<file path="config.mk">
export PLATFORM = sky130hd
export DESIGN_NAME = store_buffer
export DESIGN_NICKNAME = d
export VERILOG_FILES = /design/src/rtl/store_buffer_pkg.sv /design/src/rtl/sb_fwd_match.sv /design/src/rtl/store_buffer.sv
export SDC_FILE = /design/constraint.sdc
export NUM_CORES = 1
export LEC_CHECK = 0
export CAP_MARGIN = 20
export CORE_MARGIN = 4
export CORE_UTILIZATION = 55
export DETAILED_ROUTE_END_ITERATION = 6
export GPL_ROUTABILITY_DRIVEN = 1
export PLACE_DENSITY_LB_ADDON = 0.25
export SYNTH_ARGS = -nofsm -noshare
export SYNTH_HDL_FRONTEND = slang
export SYNTH_HIERARCHICAL = 1
export SYNTH_SLANG_ARGS = --single-unit
</file>
<file path="constraint.sdc">
create_clock -name clk -period 29.3 [get_ports clk]
set_input_delay 7.325 -clock clk [delete_from_list [all_inputs] [get_ports clk]]
set_output_delay 7.325 -clock clk [all_outputs]
set_load 0.01 [all_outputs]
</file>
<file path="src/rtl/store_buffer_pkg.sv">
// Shared types and constants for the write-posting store buffer.
// Module parameters default to these values and are expected to match them.
package store_buffer_pkg;

   localparam int SB_DEPTH = 4;
   localparam int SB_AW    = 32;
   localparam int SB_DW    = 32;
   localparam int PTR_W    = $clog2(SB_DEPTH);
   localparam int CNT_W    = PTR_W + 1;

   typedef struct packed {
      logic [SB_AW-1:0] addr;
      logic [SB_DW-1:0] data;
   } sb_entry_t;

   // Word-granular address: byte offset bits are irrelevant to matching.
   function automatic logic [SB_AW-3:0] word_index(input logic [SB_AW-1:0] addr);
      return addr[SB_AW-1:2];
   endfunction

endpackage

</file>
<file path="src/rtl/sb_fwd_match.sv">
// Youngest-match search over the buffered stores for load forwarding.
// Purely combinational; only entries inside [rd_ptr, rd_ptr+count) are considered.
module sb_fwd_match
   import store_buffer_pkg::*;
(
   input  sb_entry_t          entries [SB_DEPTH],
   input  logic [PTR_W-1:0]   rd_ptr,
   input  logic [CNT_W-1:0]   count,
   input  logic [SB_AW-1:0]   query,
   output logic               hit,
   output logic [SB_DW-1:0]   data
);

   always_comb begin
      // NOTE: every output gets a default before the loop, otherwise the
      // no-match path would infer a latch.
      hit  = 1'b0;
      data = '0;
      // Walk oldest to youngest so the last match found is the youngest.
      for (int i = 0; i < SB_DEPTH; i++) begin
         if ((CNT_W'(i) < count) &&
             (word_index(entries[PTR_W'(rd_ptr + PTR_W'(i))].addr) == word_index(query))) begin
            hit  = 1'b1;
            data = entries[PTR_W'(rd_ptr + PTR_W'(i))].data;
         end
      end
   end

endmodule

</file>
<file path="src/rtl/store_buffer.sv">
// Write-posting store buffer: captures core stores in a circular FIFO, drains
// them over a req/ack handshake and forwards buffered data to loads.
module store_buffer
   import store_buffer_pkg::*;
#(
   parameter int DEPTH = SB_DEPTH,
   parameter int AW    = SB_AW,
   parameter int DW    = SB_DW
) (
   input  logic             clk,
   input  logic             reset,
   input  logic             MemWr,
   input  logic             MemRead,
   input  logic [AW-1:0]    address,
   input  logic [DW-1:0]    data_in,
   output logic [DW-1:0]    data_out,
   output logic             stall,
   output logic             mem_req,
   output logic [AW-1:0]    mem_addr,
   output logic [DW-1:0]    mem_wdata,
   input  logic             mem_ack,
   input  logic [DW-1:0]    mem_rdata,
   output logic             full,
   output logic             empty,
   output logic [CNT_W-1:0] count
);

   sb_entry_t        entries [DEPTH];
   logic [PTR_W-1:0] wr_ptr;
   logic [PTR_W-1:0] rd_ptr;
   logic             enq;
   logic             deq;
   logic             fwd_hit;
   logic [DW-1:0]    fwd_data;

   assign full    = (count == CNT_W'(DEPTH));
   assign empty   = (count == '0);
   assign mem_req = ~empty;

   // A drain on the same edge frees the slot the blocked store needs.
   assign deq   = mem_req & mem_ack;
   assign stall = MemWr & full & ~deq;
   assign enq   = MemWr & ~stall;

   assign mem_addr  = entries[rd_ptr].addr;
   assign mem_wdata = entries[rd_ptr].data;

   always_ff @(posedge clk or posedge reset) begin
      if (reset) begin
         wr_ptr <= '0;
         rd_ptr <= '0;
         count  <= '0;
         // NOTE: the storage is reset on purpose so mem_addr/mem_wdata read 0
         // after reset; a RAM macro could not be used for it.
         for (int i = 0; i < DEPTH; i++) begin
            entries[i] <= '0;
         end
      end else begin
         // NOTE: non-blocking assignments keep every register sampling the
         // pre-edge values of enq/deq and the pointers.
         if (enq) begin
            entries[wr_ptr] <= '{addr: address, data: data_in};
            wr_ptr          <= wr_ptr + 1'b1;
         end
         if (deq) begin
            rd_ptr <= rd_ptr + 1'b1;
         end
         if (enq && !deq) begin
            count <= count + 1'b1;
         end else if (!enq && deq) begin
            count <= count - 1'b1;
         end
      end
   end

   sb_fwd_match u_fwd (
      .entries (entries),
      .rd_ptr  (rd_ptr),
      .count   (count),
      .query   (address),
      .hit     (fwd_hit),
      .data    (fwd_data)
   );

   assign data_out = (MemRead && fwd_hit) ? fwd_data : mem_rdata;

endmodule

</file>
==> results.md, run 1 <==
* Number of port buffers at 203
* Cells after synthesis at ~1,700
* Critical R2R Capture: entries[254]$_DFFE_PP0P_
* # IOs at 204
* Area Overhead vs Synth at 12.97%
* Overflow after GRT at 0
* Worst path arrival time at 11,960 ps
* Hold_sp: entries[160]$_DFFE_PP0P_
* Post-route cell area at 23,930 um2
* Initial antenna violation count at 3
* Setup TNS at 0 ps
* Sequential area share after synthesis at 31.07%
* Wire per inst at 25.01 um
* PostCTS Resize Cnt at 0
* Tcrit/Tclk final at 65.84%
* Slowest stage delay, CP at 840 ps
* RD Place Congestion at a little over 1
* Clk_skew at 14.99 ps
* Final setup viols at 0
* Clock period minus final worst setup slack at 19,290 ps
* Max cap viols at 0
* Layout cells sized above 1 at 27.77%
* Crit end category: primary output
* Synth Area in Compound Gates at under 10%
* Synth Area in Adders at 0.3899%
* Drt first-iter violations at 1,277
* CTS Buf Count at 34
* Synth Area in Simple Gates at 6.870%
* Vias per inst at 6.435
* Seq cells post-synth at approximately 260
* DRC violations left at 0
* FF-to-FF Start: count[1]$_DFFE_PP0P_
* Net Count, Synth at between 1,500 and 2,000
* Clock Latency Late Sink at 530 ps
* Hold_ws at 506.3 ps
* RSZ-0062 raised after global routing: no
* Final ANT Viol Nets at 0
* Worst path bufs/invs at 2
* Final Max Slew Viols at 0
* Worst Setup Start Kind: input pin
* Util after Layout at 63.23%
* EDFF count, synth at 0
* XOR/XNOR share of the synthesized area at 4.714%
* Longest Clk Path Bufs at 3
* # nets final at 1,955
* Cell mode on critical path: clkdlybuf4s50_1
* Largest net degree at the start of global routing at 164
* Req. time, crit path at 21,980 ps
* Hold Path End: entries[160]$_DFFE_PP0P_
* Total wire length at 59,560 um
* Crit path max fanout at 19
* Vias at 15,320
* Hpwl dp at 39,580 um
* Core footprint at roughly 38,000 um2
* Avg Cell Area, Syn at 12.11 um2
* Tightest Hold Check Type: reg2reg
* Worst reg-to-reg path cell count at 4
* Hold Buf Count CTS at 0
* CTS sink count at between 200 and 300
* Largest delay share family, worst path: simple AND/OR/NAND/NOR gates
* H-tree depth at 2
* Post-CTS setup buffers at 0
* Mapped Area at around 21,000 um2
* TritonCTS clock tree: done
* Row count at 71
* P per Cell Area at roughly 130 nW/um2
* Initial Utilization at between 50% and 60%
* Hold Path Cell Cnt at 1
* Maximum VDD drop at 101.4 uV
* DP Area at 22,860 um2
* Die width at 204.2 um
* Status: finished clean
* Yosys cell types at slightly below 80
* FMAX at 51.84 MHz
* Die Area at 41,720 um2
* DIE HEIGHT at 204.2 um
* Slowest-stage cell, CP: or2_1
* FF-to-FF setup slack at 26,410 ps
* Synth Warn # at 6
* Async SR Flop Fraction at 100.0%
* Vias in the first global route at 15,240
* First-pass GRT wire length at 91,650 um
* CP Cell Sequence: clkdlybuf4s50_1 -> a22oi_1 -> o211ai_1 -> nor4_1 -> o2111ai_1 -> nor3_1 -> or2_1 -> nand2_1 -> a31o_2 -> mux2_2 -> clkdlybuf4s50_1
* Root buf cell: clkbuf_16
* Final Hold Violating Endpoints at 0
* LEAKAGE at 10.19 nW
* Commonest non-fill, non-tap cell in the layout: dfrtp_1
* Fraction of synthesized area in multiplexers at 41.93%
* Worst-margin pin slew at 1198 ps
* Synth Flop Type: dfrtp_1
* CTS clk-pin slew, worst paths at 60 ps
* Total track usage at about 28%
* Commonest non-fill, non-tap cells in the layout: 261 x dfrtp_1, 240 x mux2_4, 230 x mux2i_1, 203 x clkdlybuf4s50_1, 91 x nand2_1
* Drt first pass iters at 6
* Largest family of logic cells by synthesized area: multiplexers
* Max_slew headroom at 19.82%
* CP Class: in2out
[power breakdown]
part,leakage (nW),internal (mW),switching [mW],total (mW)
clock,0.529,0.242,0.161,0.404
sequential,3.11,0.553,0.244,0.797
combinational,6.55,1.06,0.926,1.98
total,10.2,1.85,1.33,3.18
[how the worst max path moves through the flow]
stage,slack (ps),start,endpoint,cells after the start
after floorplan,12010,address[2],data_out[30],11
after global placement,10300,address[11],data_out[29],11
after detailed placement,10180,address[29],data_out[23],11
after CTS,10150,address[29],data_out[23],11
after global routing,9910,address[29],data_out[1],11
final,10010,address[29],data_out[23],11
[per-stage QoR]
stage | instances | setup slack, ps | total power, mW
floorplan | 1749 | 12010 | 2.203
CTS | 2380 | 10150 | 3.170
finish | 2381 | 10010 | 3.182
global placement | 2323 | 10300 | 2.705
detailed placement | 2323 | 10180 | 2.744
global route | 2381 | 9914 | 3.359
[cell families after synthesis]
logic type | count (synthesis)
AOI/OAI and AO/OA | 255
adders and majority gates | 6
muxes | 645
DFF | 263
and+or+nand+nor | 289
buffers and inverters | 177
xor gates and xnor gates | 114
[final cells by class]
cell class | instances | area (um2)
Timing Repair Buffer | 222 | 2200
Sequential cell | 263 | 6589
Clock buffer | 48 | 984.7
Fill cell | 2952 | 13910
Clock inverter | 9 | 77.57
Tap cell | 511 | 639.4
Antenna cell | 1 | 2.502
Inverter | 18 | 77.57
Multi-Input combinational cell | 1309 | 13360
[sequential cells by signal, summed over array words and instances (netlist names)]
register	cells
rd_ptr	2
count	3
entries	256
wr_ptr	2
[routing by layer]
| layer | vias to the layer above | share of wire (%) | routed length (um) | track usage (%) |
|---|---|---|---|---|
| met5 | - | 0.022 | 13 | 0 |
| met4 | 2 | 2.6 | 1539 | 8.351 |
| met3 | 101 | 8.2 | 4890 | 6.046 |
| met2 | 609 | 45 | 26550 | 41.89 |
| met1 | 7805 | 45 | 26560 | 40.64 |
| li1 | 6805 | - | - | - |
[cells in the mapped netlist, types with 17 or more instances]
master | number | area share, %
xnor2_1 | 86 | 3.6
mux4_2 | 84 | 8.9
a211oi_1 | 41 | 1.5
inv_1 | 17 | 0.30
mux2_2 | 87 | 4.6
a31o_2 | 17 | 0.70
nor2b_1 | 31 | 0.92
nand3_1 | 18 | 0.43
clkbuf_1 | 55 | 0.97
nor2_1 | 61 | 1.1
buf_1 | 24 | 0.43
buf_2 | 33 | 0.78
a21oi_1 | 30 | 0.71
mux2i_1 | 230 | 11
o21ai_0 | 34 | 0.80
nor3_1 | 19 | 0.45
nand2_1 | 91 | 1.6
a211o_1 | 18 | 0.74
mux2_4 | 240 | 17
dfrtp_1 | 263 | 31
a41o_1 | 18 | 0.85
xor2_1 | 28 | 1.2
buf_12 | 28 | 2.6
Note: power is estimated with default switching activity, not from simulation.
==> inputs of run 2 (changes only) <==
CORE_UTILIZATION = 53   (was 55)
clock period = 17 ns   (was 29.3 ns; I/O delays follow)
==> results.md, run 2 (synthesized netlist as in run 1, its figures left out) <==
* Hold Buf Count CTS at 0 (unchanged)
* Commonest non-fill, non-tap cell in the layout: dfrtp_1 (unchanged)
* Clk_skew at 9.800 ps (was 14.99 ps)
* Slowest stage delay, CP at 950 ps (was 840 ps)
* LEAKAGE at 10.20 nW (was 10.19 nW)
* Final setup margin at 3823 ps (was 10,010 ps)
* M1 GR Usage at 39.51% (was 40.64%)
* Worst-margin pin slew at 1044 ps (was 1198 ps)
* First-pass GRT wire length at 94,030 um (was 91,650 um)
* Vias at 15,440 (was 15,320)
* Global Route met3 Usage at 6.040% (was 6.046%)
* Maximum VDD drop at 257.5 uV (was 101.4 uV)
* Post-CTS setup buffers at 0 (unchanged)
* Post-route cell area at 23,950 um2 (was 23,930 um2)
* Final Hold Violating Endpoints at 0 (unchanged)
* Die width at 207.9 um (was 204.2 um)
* CTS Buf Count at 31 (was 34)
* Max reg flops at 256 (unchanged)
* Hold_sp: entries[96]$_DFFE_PP0P_ (was entries[160]$_DFFE_PP0P_)
* Clock period minus final worst setup slack at around 13,000 ps
* P per Cell Area at 230.4 nW/um2 (was 133.0 nW/um2)
* Worst reg-to-reg path cell count at 4 (unchanged)
* FMAX at between 70 and 80 MHz
* Crit path max fanout at 19 (unchanged)
* Tcrit/Tclk final at 77.51%
* Req. time, crit path at 12,750 ps (was 21,980 ps)
* Final setup viols at 0 (unchanged)
* Levels on crit path at 11 (unchanged)
* Pre-CTS setup slack at 4009 ps (was 10,180 ps)
* Drt first pass iters at 5 (was 6)
* Area Overhead vs Synth at 13.09% (was 12.97%)
* Drt first-iter violations at 1,323 (was 1,277)
* DP Area at 22,880 um2 (was 22,860 um2)
* Hold Path End: entries[96]$_DFFE_PP0P_ (was entries[160]$_DFFE_PP0P_)
* Layer with the highest usage: met2 (unchanged)
* Row count at 72 (was 71)
* Die Area at 43,230 um2 (was 41,720 um2)
* PostCTS Resize Cnt at 0 (unchanged)
* Setup TNS at 0 ps (unchanged)
* Hold_ws at 506.2 ps (was 506.3 ps)
* Final ANT Viol Nets at 0 (unchanged)
* Worst Setup Start Kind: input pin (unchanged)
* Crit end category: primary output (unchanged)
* Worst path bufs/invs at 2 (unchanged)
* Layout cells sized above 1 at 27.73% (was 27.77%)
* Number of port buffers at 203 (unchanged)
* Max_slew headroom at 30.40% (was 19.82%)
* Clock Latency Late Sink at 570 ps (was 530 ps)
* DIE HEIGHT at 207.9 um (was 204.2 um)
* Critical R2R Capture: rd_ptr[1]$_DFFE_PP0P_ (was entries[254]$_DFFE_PP0P_)
* Largest Register: entries (unchanged)
* Total wire length at 60,010 um (was 59,560 um)
* CP Class: in2out (unchanged)
* Initial antenna violation count at 5 (was 3)
* Final Max Slew Viols at 0 (unchanged)
* Slowest-stage cell, CP: clkdlybuf4s50_1 (was or2_1)
* Max cap viols at 0 (unchanged)
* Longest Clk Path Bufs at 3 (unchanged)
* Wire per inst at 25.15 um (was 25.01 um)
* Hold Path Cell Cnt at 1 (unchanged)
* RD Place Congestion at 1.055 (was 1.015)
* DRC violations left at 0 (unchanged)
* Final std cells w/o fill at 2,386 (was 2,381)
* TritonCTS clock tree: done (unchanged)
* # IOs at 204 (unchanged)
* CP Cell Sequence: clkdlybuf4s50_1 -> xor2_1 -> nand3_1 -> nor4_1 -> o2111ai_1 -> nor3_1 -> or2_1 -> nand2_1 -> a31o_1 -> mux2_2 -> clkdlybuf4s50_1 (was clkdlybuf4s50_1 -> a22oi_1 -> o211ai_1 -> nor4_1 -> o2111ai_1 -> nor3_1 -> or2_1 -> nand2_1 -> a31o_2 -> mux2_2 -> clkdlybuf4s50_1)
* Largest delay share family, worst path: simple AND/OR/NAND/NOR gates (unchanged)
* RSZ-0062 raised after global routing: no (unchanged)
* FF-to-FF Start: rd_ptr[0]$_DFFE_PP0P_ (was count[1]$_DFFE_PP0P_)
* Tightest Hold Check Type: reg2reg (unchanged)
* Placed Cells at 2,329 (was 2,323)
* Vias in the first global route at 15,500 (was 15,240)
* Overall power at 5.520 mW (was 3.182 mW)
* Worst path arrival time at 8930 ps (was 11,960 ps)
* Util after Layout at 61.27% (was 63.23%)
* Initial Utilization at 54.18% (was 55.97%)
* Core footprint at 39,100 um2 (was 37,840 um2)
* Met2 Use GR at 40.57% (was 41.89%)
* Commonest non-fill, non-tap cells in the layout: 261 x dfrtp_1, 240 x mux2_4, 230 x mux2i_1, 203 x clkdlybuf4s50_1, 91 x nand2_1 (unchanged)
* CTS clk-pin slew, worst paths at 50 ps (was 60 ps)
* H-tree depth at 1 (was 2)
* Cell mode on critical path: clkdlybuf4s50_1 (unchanged)
* Vias per inst at 6.471 (was 6.435)
* Status: finished clean (unchanged)
* Top flop regs: entries (256), count (3) (unchanged)
* Root buf cell: clkbuf_16 (unchanged)
* Total track usage at 26.83% (was 27.84%)
* Overflow after GRT at 0 (unchanged)
* FF-to-FF setup slack at 14,070 ps (was 26,410 ps)
* Diodes inserted at 0 (was 1)
* Hpwl dp at 39,880 um (was 39,580 um)
* # nets final at 1,951 (was 1,955)
* CTS sink count at 263 (unchanged)
* Largest net degree at the start of global routing at 174 (was 164)
run 2: changes by cell type in the layout (fill, tap and decap cells not counted), sizes merged:
cell / change
bufinv: +4
clkinv: +1
clkbuf: -5
buf: -1
diode: -1
run 2: area by class of cell:
| cell class | count | area, um2 |
|---|---|---|
| fill | 3176 | 15140 |
| multi-input combinational | 1309 | 13360 |
| sequential | 263 | 6589 |
| timing repair buffer | 221 | 2205 |
| clock buffer | 43 | 870.8 |
| tap | 518 | 648.1 |
| clock inverter | 14 | 205.2 |
| inverter | 18 | 77.57 |
run 2: how the worst max path moves through the flow:
stage / slack (ps) / startpoint / endpoint
6_report: 3820 / address[5] / data_out[29]
3_3_place_gp: 4120 / address[15] / data_out[1]
2_1_floorplan: 5510 / reset / count[0]$_DFFE_PP0P_
4_1_cts: 3980 / address[15] / data_out[29]
3_5_place_dp: 4010 / address[15] / data_out[29]
5_1_grt: 3640 / address[15] / data_out[6]
run 2: worst register-to-register path: cells and delay by family (launching register included):
kind / cells / cell delay [ps]
and+or+nand+nor: 1 / 240
DFF: 1 / 900
buffers and inverters: 2 / 1480
xor gates and xnor gates: 1 / 180
run 2: per-layer routing:
layer	part of all wire [%]	vias to the layer above
li1	-	6808
met1	45	7891
met2	44	601
met3	7.9	129
met4	2.8	10
met5	0.10	-
run 2: report_power, final:
group / leakage [nW] / internal [mW] / total, mW / switching, mW
combinational: 6.55 / 1.82 / 3.44 / 1.62
sequential: 3.11 / 0.953 / 1.37 / 0.421
clock: 0.534 / 0.432 / 0.710 / 0.277
total: 10.2 / 3.21 / 5.52 / 2.31
